===== src/rtl/keypad_pkg.sv =====
// Shared keypad definitions: key codes, column/row one-hot encodings and the
// mapping from a sampled (column, row) position to its key code.
package keypad_pkg;

    localparam int NUM_KEYS = 12;

    typedef logic [NUM_KEYS-1:0] key_mask_t;

    localparam logic [3:0] KEY_0    = 4'd0;
    localparam logic [3:0] KEY_1    = 4'd1;
    localparam logic [3:0] KEY_2    = 4'd2;
    localparam logic [3:0] KEY_3    = 4'd3;
    localparam logic [3:0] KEY_4    = 4'd4;
    localparam logic [3:0] KEY_5    = 4'd5;
    localparam logic [3:0] KEY_6    = 4'd6;
    localparam logic [3:0] KEY_7    = 4'd7;
    localparam logic [3:0] KEY_8    = 4'd8;
    localparam logic [3:0] KEY_9    = 4'd9;
    localparam logic [3:0] KEY_STAR = 4'hA;
    localparam logic [3:0] KEY_HASH = 4'hB;

    localparam logic [2:0] COL_1 = 3'b001;
    localparam logic [2:0] COL_2 = 3'b010;
    localparam logic [2:0] COL_3 = 3'b100;

    localparam logic [3:0] ROW_1 = 4'b0001;
    localparam logic [3:0] ROW_2 = 4'b0010;
    localparam logic [3:0] ROW_3 = 4'b0100;
    localparam logic [3:0] ROW_4 = 4'b1000;

    // row_idx 3 is the top row (1,2,3), row_idx 0 the bottom row (*,0,#)
    function automatic logic [3:0] key_code(input logic [2:0] col, input logic [1:0] row_idx);
        logic [3:0] code;
        code = KEY_0;
        case (col)
            COL_1: begin
                case (row_idx)
                    2'd3:    code = KEY_3;
                    2'd2:    code = KEY_6;
                    2'd1:    code = KEY_9;
                    default: code = KEY_HASH;
                endcase
            end
            COL_2: begin
                case (row_idx)
                    2'd3:    code = KEY_2;
                    2'd2:    code = KEY_5;
                    2'd1:    code = KEY_8;
                    default: code = KEY_0;
                endcase
            end
            default: begin
                case (row_idx)
                    2'd3:    code = KEY_1;
                    2'd2:    code = KEY_4;
                    2'd1:    code = KEY_7;
                    default: code = KEY_STAR;
                endcase
            end
        endcase
        return code;
    endfunction

    function automatic key_mask_t column_mask(input logic [2:0] col, input logic [3:0] rows);
        key_mask_t mask;
        mask = '0;
        for (int r = 0; r < 4; r++) begin
            if (rows[r]) begin
                mask[key_code(col, 2'(r))] = 1'b1;
            end
        end
        return mask;
    endfunction

endpackage


===== src/rtl/keypad_event_fifo.sv =====
// Synchronous FIFO with registered head; push and pop in one cycle are both
// honoured even when full, so a full FIFO can still accept while draining.
module keypad_event_fifo #(
    parameter int WIDTH = 4,
    parameter int DEPTH = 4
) (
    input  logic             clk,
    input  logic             rst,
    input  logic             push_i,
    input  logic [WIDTH-1:0] push_dat_i,
    input  logic             pop_i,
    output logic [WIDTH-1:0] pop_dat_o,
    output logic             full_o,
    output logic             empty_o
);

    localparam int AW = (DEPTH > 1) ? $clog2(DEPTH) : 1;
    localparam logic [AW-1:0] PTR_ONE  = AW'(1);
    localparam logic [AW:0]   CNT_ONE  = (AW + 1)'(1);
    localparam logic [AW:0]   CNT_FULL = (AW + 1)'(DEPTH);

    logic [WIDTH-1:0] mem_q [DEPTH];
    logic [AW-1:0]    wr_ptr_q;
    logic [AW-1:0]    rd_ptr_q;
    logic [AW:0]      cnt_q;
    logic             do_push;
    logic             do_pop;

    assign full_o    = (cnt_q == CNT_FULL);
    assign empty_o   = (cnt_q == '0);
    assign pop_dat_o = mem_q[rd_ptr_q];
    assign do_pop    = pop_i && !empty_o;
    assign do_push   = push_i && (!full_o || do_pop);

    always_ff @(posedge clk or posedge rst) begin
        if (rst) begin
            wr_ptr_q <= '0;
            rd_ptr_q <= '0;
            cnt_q    <= '0;
            for (int i = 0; i < DEPTH; i++) begin
                mem_q[i] <= '0;
            end
        end else begin
            if (do_push) begin
                mem_q[wr_ptr_q] <= push_dat_i;
                wr_ptr_q        <= wr_ptr_q + PTR_ONE;
            end
            if (do_pop) begin
                rd_ptr_q <= rd_ptr_q + PTR_ONE;
            end
            case ({do_push, do_pop})
                2'b10:   cnt_q <= cnt_q + CNT_ONE;
                2'b01:   cnt_q <= cnt_q - CNT_ONE;
                default: cnt_q <= cnt_q;
            endcase
        end
    end

endmodule


===== src/rtl/keypad_key_debouncer.sv =====
// Assembles 3x4 keypad frames, debounces them over STABLE_FRAMES scans and queues one
// code per new press; full FIFO holds presses in a pending mask rather than dropping them.
module keypad_key_debouncer
    import keypad_pkg::*;
#(
    parameter int STABLE_FRAMES = 4,
    parameter int FIFO_DEPTH    = 4
) (
    input  logic        scanClock,
    input  logic        reset,
    input  logic [2:0]  activeColumn,
    input  logic [3:0]  activeRow,
    output logic [3:0]  keyCode,
    output logic        keyValid,
    input  logic        keyReady,
    output logic [11:0] keysHeld,
    output logic        pressMerged
);

    localparam logic [3:0] STABLE_CNT    = 4'(STABLE_FRAMES);
    localparam logic [3:0] STABLE_CNT_M1 = 4'(STABLE_FRAMES - 1);

    logic [3:0] col1_rows_q;
    logic [3:0] col2_rows_q;
    logic       col1_seen_q;
    logic       col2_seen_q;
    key_mask_t  cand_q, cand_d;
    logic [3:0] cnt_q, cnt_d;
    key_mask_t  held_q, held_d;
    key_mask_t  pending_q, pending_d;
    logic       merged_q, merged_d;

    logic       frame_done;
    key_mask_t  frame;
    key_mask_t  new_press;
    key_mask_t  dispatch_clr;
    logic [3:0] push_code;
    logic       fifo_push;
    logic       fifo_pop;
    logic       fifo_full;
    logic       fifo_empty;

    assign frame_done = (activeColumn == COL_3) && col1_seen_q && col2_seen_q;
    assign frame      = column_mask(COL_1, col1_rows_q)
                      | column_mask(COL_2, col2_rows_q)
                      | column_mask(COL_3, activeRow);

    always_comb begin
        cand_d    = cand_q;
        cnt_d     = cnt_q;
        held_d    = held_q;
        new_press = '0;
        if (frame_done) begin
            if (frame == cand_q) begin
                if (cnt_q < STABLE_CNT) begin
                    cnt_d = cnt_q + 4'd1;
                end
                // Only the edge that reaches the threshold updates the held state
                if (cnt_q == STABLE_CNT_M1) begin
                    held_d    = cand_q;
                    new_press = cand_q & ~held_q;
                end
            end else begin
                cand_d = frame;
                cnt_d  = 4'd1;
            end
        end
    end

    always_comb begin
        push_code = 4'd0;
        for (int i = NUM_KEYS - 1; i >= 0; i--) begin
            if (pending_q[i]) begin
                push_code = 4'(i);
            end
        end
    end

    assign fifo_pop     = keyValid && keyReady;
    assign fifo_push    = (pending_q != '0) && (!fifo_full || fifo_pop);
    assign dispatch_clr = fifo_push ? (key_mask_t'(1) << push_code) : '0;

    // A bit leaving for the FIFO this cycle makes a simultaneous press a fresh event
    always_comb begin
        pending_d = (pending_q & ~dispatch_clr) | new_press;
        merged_d  = |(new_press & pending_q & ~dispatch_clr);
    end

    always_ff @(posedge scanClock or posedge reset) begin
        if (reset) begin
            col1_rows_q <= '0;
            col2_rows_q <= '0;
            col1_seen_q <= 1'b0;
            col2_seen_q <= 1'b0;
            cand_q      <= '0;
            cnt_q       <= '0;
            held_q      <= '0;
            pending_q   <= '0;
            merged_q    <= 1'b0;
        end else begin
            if (activeColumn == COL_1) begin
                col1_rows_q <= activeRow;
                col1_seen_q <= 1'b1;
            end else if (activeColumn == COL_2) begin
                col2_rows_q <= activeRow;
                col2_seen_q <= 1'b1;
            end else begin
                col1_seen_q <= 1'b0;
                col2_seen_q <= 1'b0;
            end
            cand_q    <= cand_d;
            cnt_q     <= cnt_d;
            held_q    <= held_d;
            pending_q <= pending_d;
            merged_q  <= merged_d;
        end
    end

    keypad_event_fifo #(
        .WIDTH (4),
        .DEPTH (FIFO_DEPTH)
    ) u_event_fifo (
        .clk        (scanClock),
        .rst        (reset),
        .push_i     (fifo_push),
        .push_dat_i (push_code),
        .pop_i      (fifo_pop),
        .pop_dat_o  (keyCode),
        .full_o     (fifo_full),
        .empty_o    (fifo_empty)
    );

    assign keyValid    = !fifo_empty;
    assign keysHeld    = held_q;
    assign pressMerged = merged_q;

endmodule


===== config.mk =====
export PLATFORM = sky130hd
export DESIGN_NAME = keypad_key_debouncer
export DESIGN_NICKNAME = d
export VERILOG_FILES = /design/src/rtl/keypad_pkg.sv /design/src/rtl/keypad_event_fifo.sv /design/src/rtl/keypad_key_debouncer.sv
export SDC_FILE = /design/constraint.sdc
export NUM_CORES = 1
export LEC_CHECK = 0
export ABC_AREA = 1
export BUFFER_PORTS_ARGS = -buffer_cell sky130_fd_sc_hd__buf_2
export CAP_MARGIN = 10
export CORE_MARGIN = 2
export CORE_UTILIZATION = 59
export CTS_CLUSTER_DIAMETER = 100
export DETAILED_ROUTE_END_ITERATION = 6
export PLACE_DENSITY_LB_ADDON = 0.12
export SYNTH_ARGS = -nofsm -noshare
export SYNTH_HDL_FRONTEND = slang
export SYNTH_SLANG_ARGS = --single-unit

===== constraint.sdc =====
create_clock -name scanClock -period 3 [get_ports scanClock]
set_input_delay 0.45 -clock scanClock [delete_from_list [all_inputs] [get_ports scanClock]]
set_output_delay 0.45 -clock scanClock [all_outputs]
set_load 0.05 [all_outputs]

Word-level counts from Yosys, hierarchy flattened:

Cells that the tools add are included.

* bitwise gates (word level): 22
* reductions and logical operators: 31
* shift-type cells: 1
* $lt $le $gt $ge: 28
* add/subtract/negate cells: 5
* equal/unequal tests: 10
* muxes and demuxes: 76

Operator list (count)
* 12-bit two-way mux: 16
* 12-bit OR: 12
* 4-bit two-way mux: 29
* 4-bit by 5-bit less-than comparator with 1-bit output, second input constant: 12
* 12-bit bitwise AND: 4
* 1-bit demux with 4-bit select: 12
* 4-bit by 1-bit >= comparator with 1-bit output, second input constant: 12
* 12-bit inverter: 2
* 1-bit logical AND: 19
* 16-bit bitwise mux: 1
* 1-bit two-way mux: 15
* 12-bit equality test: 1
* 12-bit nonzero test: 1
* 12-bit OR reduction: 1
* 1-bit by 4-bit << shifter with 12-bit output, first input constant: 1
* 4-bit binary-select mux with 2-bit select: 1
* 4-bit demux with 2-bit select: 1
* 3-bit equality test, second input constant: 2
* 3-bit >= comparator, second input constant: 2
* 2-bit inverter with 3-bit output: 2
* 3-bit case mux with 2 select lines: 1
* 2-bit AND reduction: 3
* 2-bit by 1-bit adder with 2-bit output, second input constant: 2
* 4-bit by 1-bit adder with 4-bit output, second input constant: 1
* other kinds (17): 20

* word-level logic and storage cells: 189
* bits in registers: 74
* output and inout bits: 18
* input bits: 10

Logic depth before layout (Yosys ltp):

* depth in word-level cells: 20
* mapped depth: 18
* gate-level depth less buffers: 18

By module:

From an unflattened synthesis, not the netlist that was laid out.

* cell total of the unflattened synthesis: 464
* area total of the unflattened synthesis: 3866.2 um^2

Modules (own cells, without submodules)
* keypad_key_debouncer: seq. area each 1276.2 um^2, instances 1, area each 2643.8 um^2, cells an instance 322
* keypad_event_fifo: seq. area each 575.6 um^2, instances 1, area each 1222.4 um^2, cells an instance 142

Worst setup path before layout:

Ideal clock, no wire load.

* path kind: reg-to-reg
* start point: reg u_event_fifo.cnt_q[0]
* end point: reg u_event_fifo.cnt_q[2]
* slack: 741 ps
* setup time: 131 ps
* arrival time: 2128 ps
* cell stages (with the launch flop): 10
* buffers on the path: 1
* period minus slack after synthesis: 2259 ps
* required time: 2869 ps
* cell sequence: dfrtp_1 > nor4_1 > a21o_1 > buf_2 > ha_1 > inv_1 > fa_1 > a21oi_1 > o21ai_0 > xor2_1

* cells in the longest elaborated chain, start to end: 8
* elaborated cells on any way between the ends: 16
* those cells by class: add/sub: 2; eq/ne: 3; mux: 1; reduce/logical: 10

RTL lines
* start, declared: line keypad_event_fifo.sv:25 `logic [AW:0] cnt_q;`
* start signal, assigned: line keypad_event_fifo.sv:52 `2'b10: cnt_q <= cnt_q + CNT_ONE;`
* start signal, assigned: line keypad_event_fifo.sv:53 `2'b01: cnt_q <= cnt_q - CNT_ONE;`
* start signal, assigned: line keypad_event_fifo.sv:54 `default: cnt_q <= cnt_q;`
* 3-bit logical NOT: line keypad_event_fifo.sv:30 `assign empty_o = (cnt_q == '0);`
* 1-bit logical NOT: line keypad_event_fifo.sv:32, keypad_key_debouncer.sv:133
* 1-bit logical AND: line keypad_key_debouncer.sv:79 `assign fifo_pop = keyValid && keyReady;`
* 1-bit logical OR or 1-bit logical AND (tied branches): line keypad_key_debouncer.sv:80, keypad_event_fifo.sv:32
* 1-bit logical AND or 1-bit logical OR (tied branches): line keypad_key_debouncer.sv:80, keypad_event_fifo.sv:33
* 1-bit logical AND: line keypad_event_fifo.sv:33 `assign do_push = push_i && (!full_o || do_pop);`
* 2-bit by 1-bit equality test with 1-bit output or 2-bit equality test (tied branches): line keypad_event_fifo.sv:51 `case ({do_push, do_pop})`
* 3-bit case mux with 2 select lines or 2-bit nonzero test (tied branches)

Parallel ways exist; a longest one is shown, timed or not.
A chain may end at the register's enable or synchronous reset.

Worst setup path in the final report:

* start point: reg pending_q[4]
* end point: reg u_event_fifo.cnt_q[2]

* cells in the longest elaborated chain, start to end: 5
* elaborated cells on any way between the ends: 7
* those cells by class: eq/ne: 2; mux: 1; reduce/logical: 4

RTL lines
* start, declared: line keypad_key_debouncer.sv:30 `key_mask_t pending_q, pending_d;`
* start signal, assigned: line keypad_key_debouncer.sv:114 `pending_q <= pending_d;`
* 12-bit nonzero test (*): line keypad_key_debouncer.sv:80 `assign fifo_push = (pending_q != '0) && (!fifo_full || fifo_pop);`
* 1-bit logical AND (*): line keypad_key_debouncer.sv:80
* 1-bit logical AND (*): line keypad_event_fifo.sv:33
* 2-bit by 1-bit equality test with 1-bit output or 2-bit equality test (tied branches): line keypad_event_fifo.sv:51
* 3-bit case mux with 2 select lines or 2-bit nonzero test (tied branches)

Mark *: on every way between the ends. The rest lies on a longest branch, timed or not.

==> impl_metrics.tcl <==
set metrics [dict create \
    clock_latency_ps 350 \
    postCtsResizedCells 0 \
    yosysUniqueCellTypes 29 \
    ctsLongestPathBuffers 2 \
    seq_power_share_pct 43.9 \
    synthesis.area_mm2 0.00358 \
    die_h_um 81.9 \
    status "finished, final reports clean" \
    finalWirelength_mm 6.92 \
    crit_chain "nor2_1 > nand2_1 > nor2_1 > a21o_1 > ha_1 > inv_1 > fa_1 > a21oi_1 > o21ai_0 > xor2_1" \
    p_leak_nw 2.16 \
    cp.required_ps 3230 \
    hp-class "primary input to asynchronous set/reset pin" \
    cts_post_setup_buffers_inserted 0 \
    grt_overflow_total 0 \
    gp_congestion 0.835 \
    slew_violations 0 \
    period_needed_ps 2290 \
    vias 2821 \
    hpwl_mm 5.16 \
    setup.worst_path.class "register to register" \
    finalHoldViolations 0 \
    clk_pin_slew_worst_paths_ps 80 \
    final_common_cell "nand2_1" \
    cts.root.buffer_cell "clkbuf_8" \
    power_density_mw_per_mm2 751 \
    grt_pass1_wl_mm 11.4 \
    final_area_mm2 0.00398 \
    antenna_found_initial 0 \
    area_delta_synth_final_pct 11.2 \
    cts_max_level 3 \
    ys_warn_count 0 \
    core_area_mm2 0.00589 \
    layout_common_cells "nand2_1 (127), dfrtp_1 (74), o21ai_0 (55)" \
    place_area_mm2 0.00381 \
    port_buffers 27 \
    initial_core_util_pct 60.8 \
    crit_path_max_incr_delay_ps 400 \
    cts_tree "yes" \
    min_period_over_period_pct 76.4 \
    cpMaxStageDelayCell "dfrtp_1" \
    grt_max_degree 34 \
    worst_setup_path_end_kind "register" \
    sw_frac_of_total_pct 39.1 \
    synth_area_per_cell_um2 8.12 \
    synth_seq_cells 74 \
    antenna_left 0 \
    comb_power_share_pct 32.8 \
    nets 495 \
    worst_clock_skew_ps 6.01 \
    drt_iter0_markers 148 \
    finalSetupTns_ps 0 \
    firstDrtPassIters 4 \
    syn_nets 458 \
    cp-start-kind "register" \
    postSynthCellCount 441 \
    cts_hold_buf 0 \
    numCtsBuffers 9 \
    rows 28 \
    hold_slack_ps 180 \
    fin_total_pwr_w 0.00299 \
    tightest_slew_ps 650 \
    post_drt_wl_per_cell_um 12.4 \
    slew_headroom_pct 56.6 \
    via_per_inst 5.06 \
    crit_arrival_ps 2520 \
    p_clk_share_pct 23.3 \
    grt_usage_pct 22.8 \
    io_pins 28 \
    internal_power_w 0.00182 \
    crit_fanout 8 \
    chipWidth_um 81.9 \
    crit_top_cell "nor2_1" \
    maxCapViolations 0 \
    switchingPower_w 0.00117 \
    fmax_mhz 436 \
    vdd.ir_drop.worst_uv 626 \
    drt_drc_violations_left 0 \
    first_global_vias 2573 \
    yosysSeqAreaShare_pct 51.7 \
    setup_viol 0 \
    antenna_cells 0 \
    cts.sinks 74 \
    die-area_mm2 0.00671 \
    drive_gt1_share_pct 11.4 \
    rsz0062_at_grt "false" \
]
power groups by stage:
stage	combinational [W]	clock (W)	sequential, W
detailed placement	0.000982	0	0.00133
CTS	0.000987	0.000707	0.00131
global route	0.00109	0.000755	0.00134
global placement	0.000957	0	0.00132
finish	0.000981	0.000696	0.00131
floorplan	0.000794	0	0.00128
final timing paths:
| kind | startpoint | to | slack (ps) | cells after the start |
|---|---|---|---|---|
| worst max-delay path | pending_q[4] | u_event_fifo.cnt_q[2] | 710 | 10 |
| worst min-delay path | reset | pending_q[9] | 180 | 2 |
| worst max register to register | pending_q[4] | u_event_fifo.cnt_q[2] | 710 | 10 |
| worst min register to register | keysHeld[0] | pending_q[0] | 470 | 1 |
| max in group asynchronous | reset | cnt_q[1] | 2080 | 3 |
| min in group scanClock | activeRow[2] | col1_rows_q[2] | 420 | 3 |
cell usage after synthesis, drive strengths merged:
library cell / count / area (um^2)
dfrtp: 74 / 1850
or2: 2 / 12.5
xor2: 11 / 96.3
inv: 57 / 214
o21bai: 2 / 15.0
o21ai: 56 / 280
nor4: 1 / 6.26
nor2: 51 / 215
a21o: 2 / 15.0
nand2: 129 / 494
nand4: 9 / 56.3
a21oi: 5 / 28.8
nand3: 22 / 110
xnor2: 1 / 8.76
fa: 1 / 20.0
ha: 6 / 75.1
clkbuf: 1 / 3.75
o22ai: 4 / 25.0
buf: 4 / 26.3
nor3: 3 / 25.0
area by class of cell:
class	count	area [um^2]
multi-input combinational	305	1480
clock inverter	2	12.5
inverter	57	214
timing repair buffer	31	165
clock buffer	13	159
sequential	74	1850
tap	75	93.8
fill	490	1910
sequential cells by signal, indices dropped and copies added, names as in the netlist:
register,flops
u_event_fifo.cnt_q,3
pressMerged,1
cand_q,12
u_event_fifo.wr_ptr_q,2
col1_seen_q,1
u_event_fifo.rd_ptr_q,2
cnt_q,4
col2_seen_q,1
pending_q,12
col1_rows_q,4
col2_rows_q,4
keysHeld,12
u_event_fifo.mem_q,16
metrics by stage:
stage | utilization (%) | setup WS (ps) | instances
after CTS | 67.6 | 687 | 557
after floorplan | - | 668 | 441
after global placement | 64.7 | 736 | 542
final | 67.6 | 709 | 557
after global routing | 67.6 | 538 | 557
after detailed placement | 64.7 | 662 | 542
kinds of logic (layout without fill, tap and decap cells):
logic type                 count (synthesis)  count (layout)  synth area share [%]
xor gates and xnor gates                  12              12                  2.94
AOI/OAI and AO/OA                         69              69                  10.2
and+or+nand+nor                          217             217                  25.7
DFF                                       74              74                  51.7
adders and majority gates                  7               7                  2.66
buffers and inverters                     62             103                  6.82
layer usage:
metal  vias to the layer above  share of wire [%]  global-route usage, %
li1                       1472                  -                      -
met1                      1298                 46                   28.1
met2                        42                 50                   38.6
met3                         9                2.6                   5.60
met4                         0                1.6                   9.00
met5                         -                  0                      0
critical path, delay by kind of cell, from the launching register on:
kind | cells | cell delay (ps)
buffers and inverters | 1 | 60
DFF | 1 | 400
AOI/OAI and AO/OA | 3 | 530
adders and majority gates | 2 | 560
xor gates and xnor gates | 1 | 160
and+or+nand+nor | 3 | 450
(Power assumes the default switching activity.)
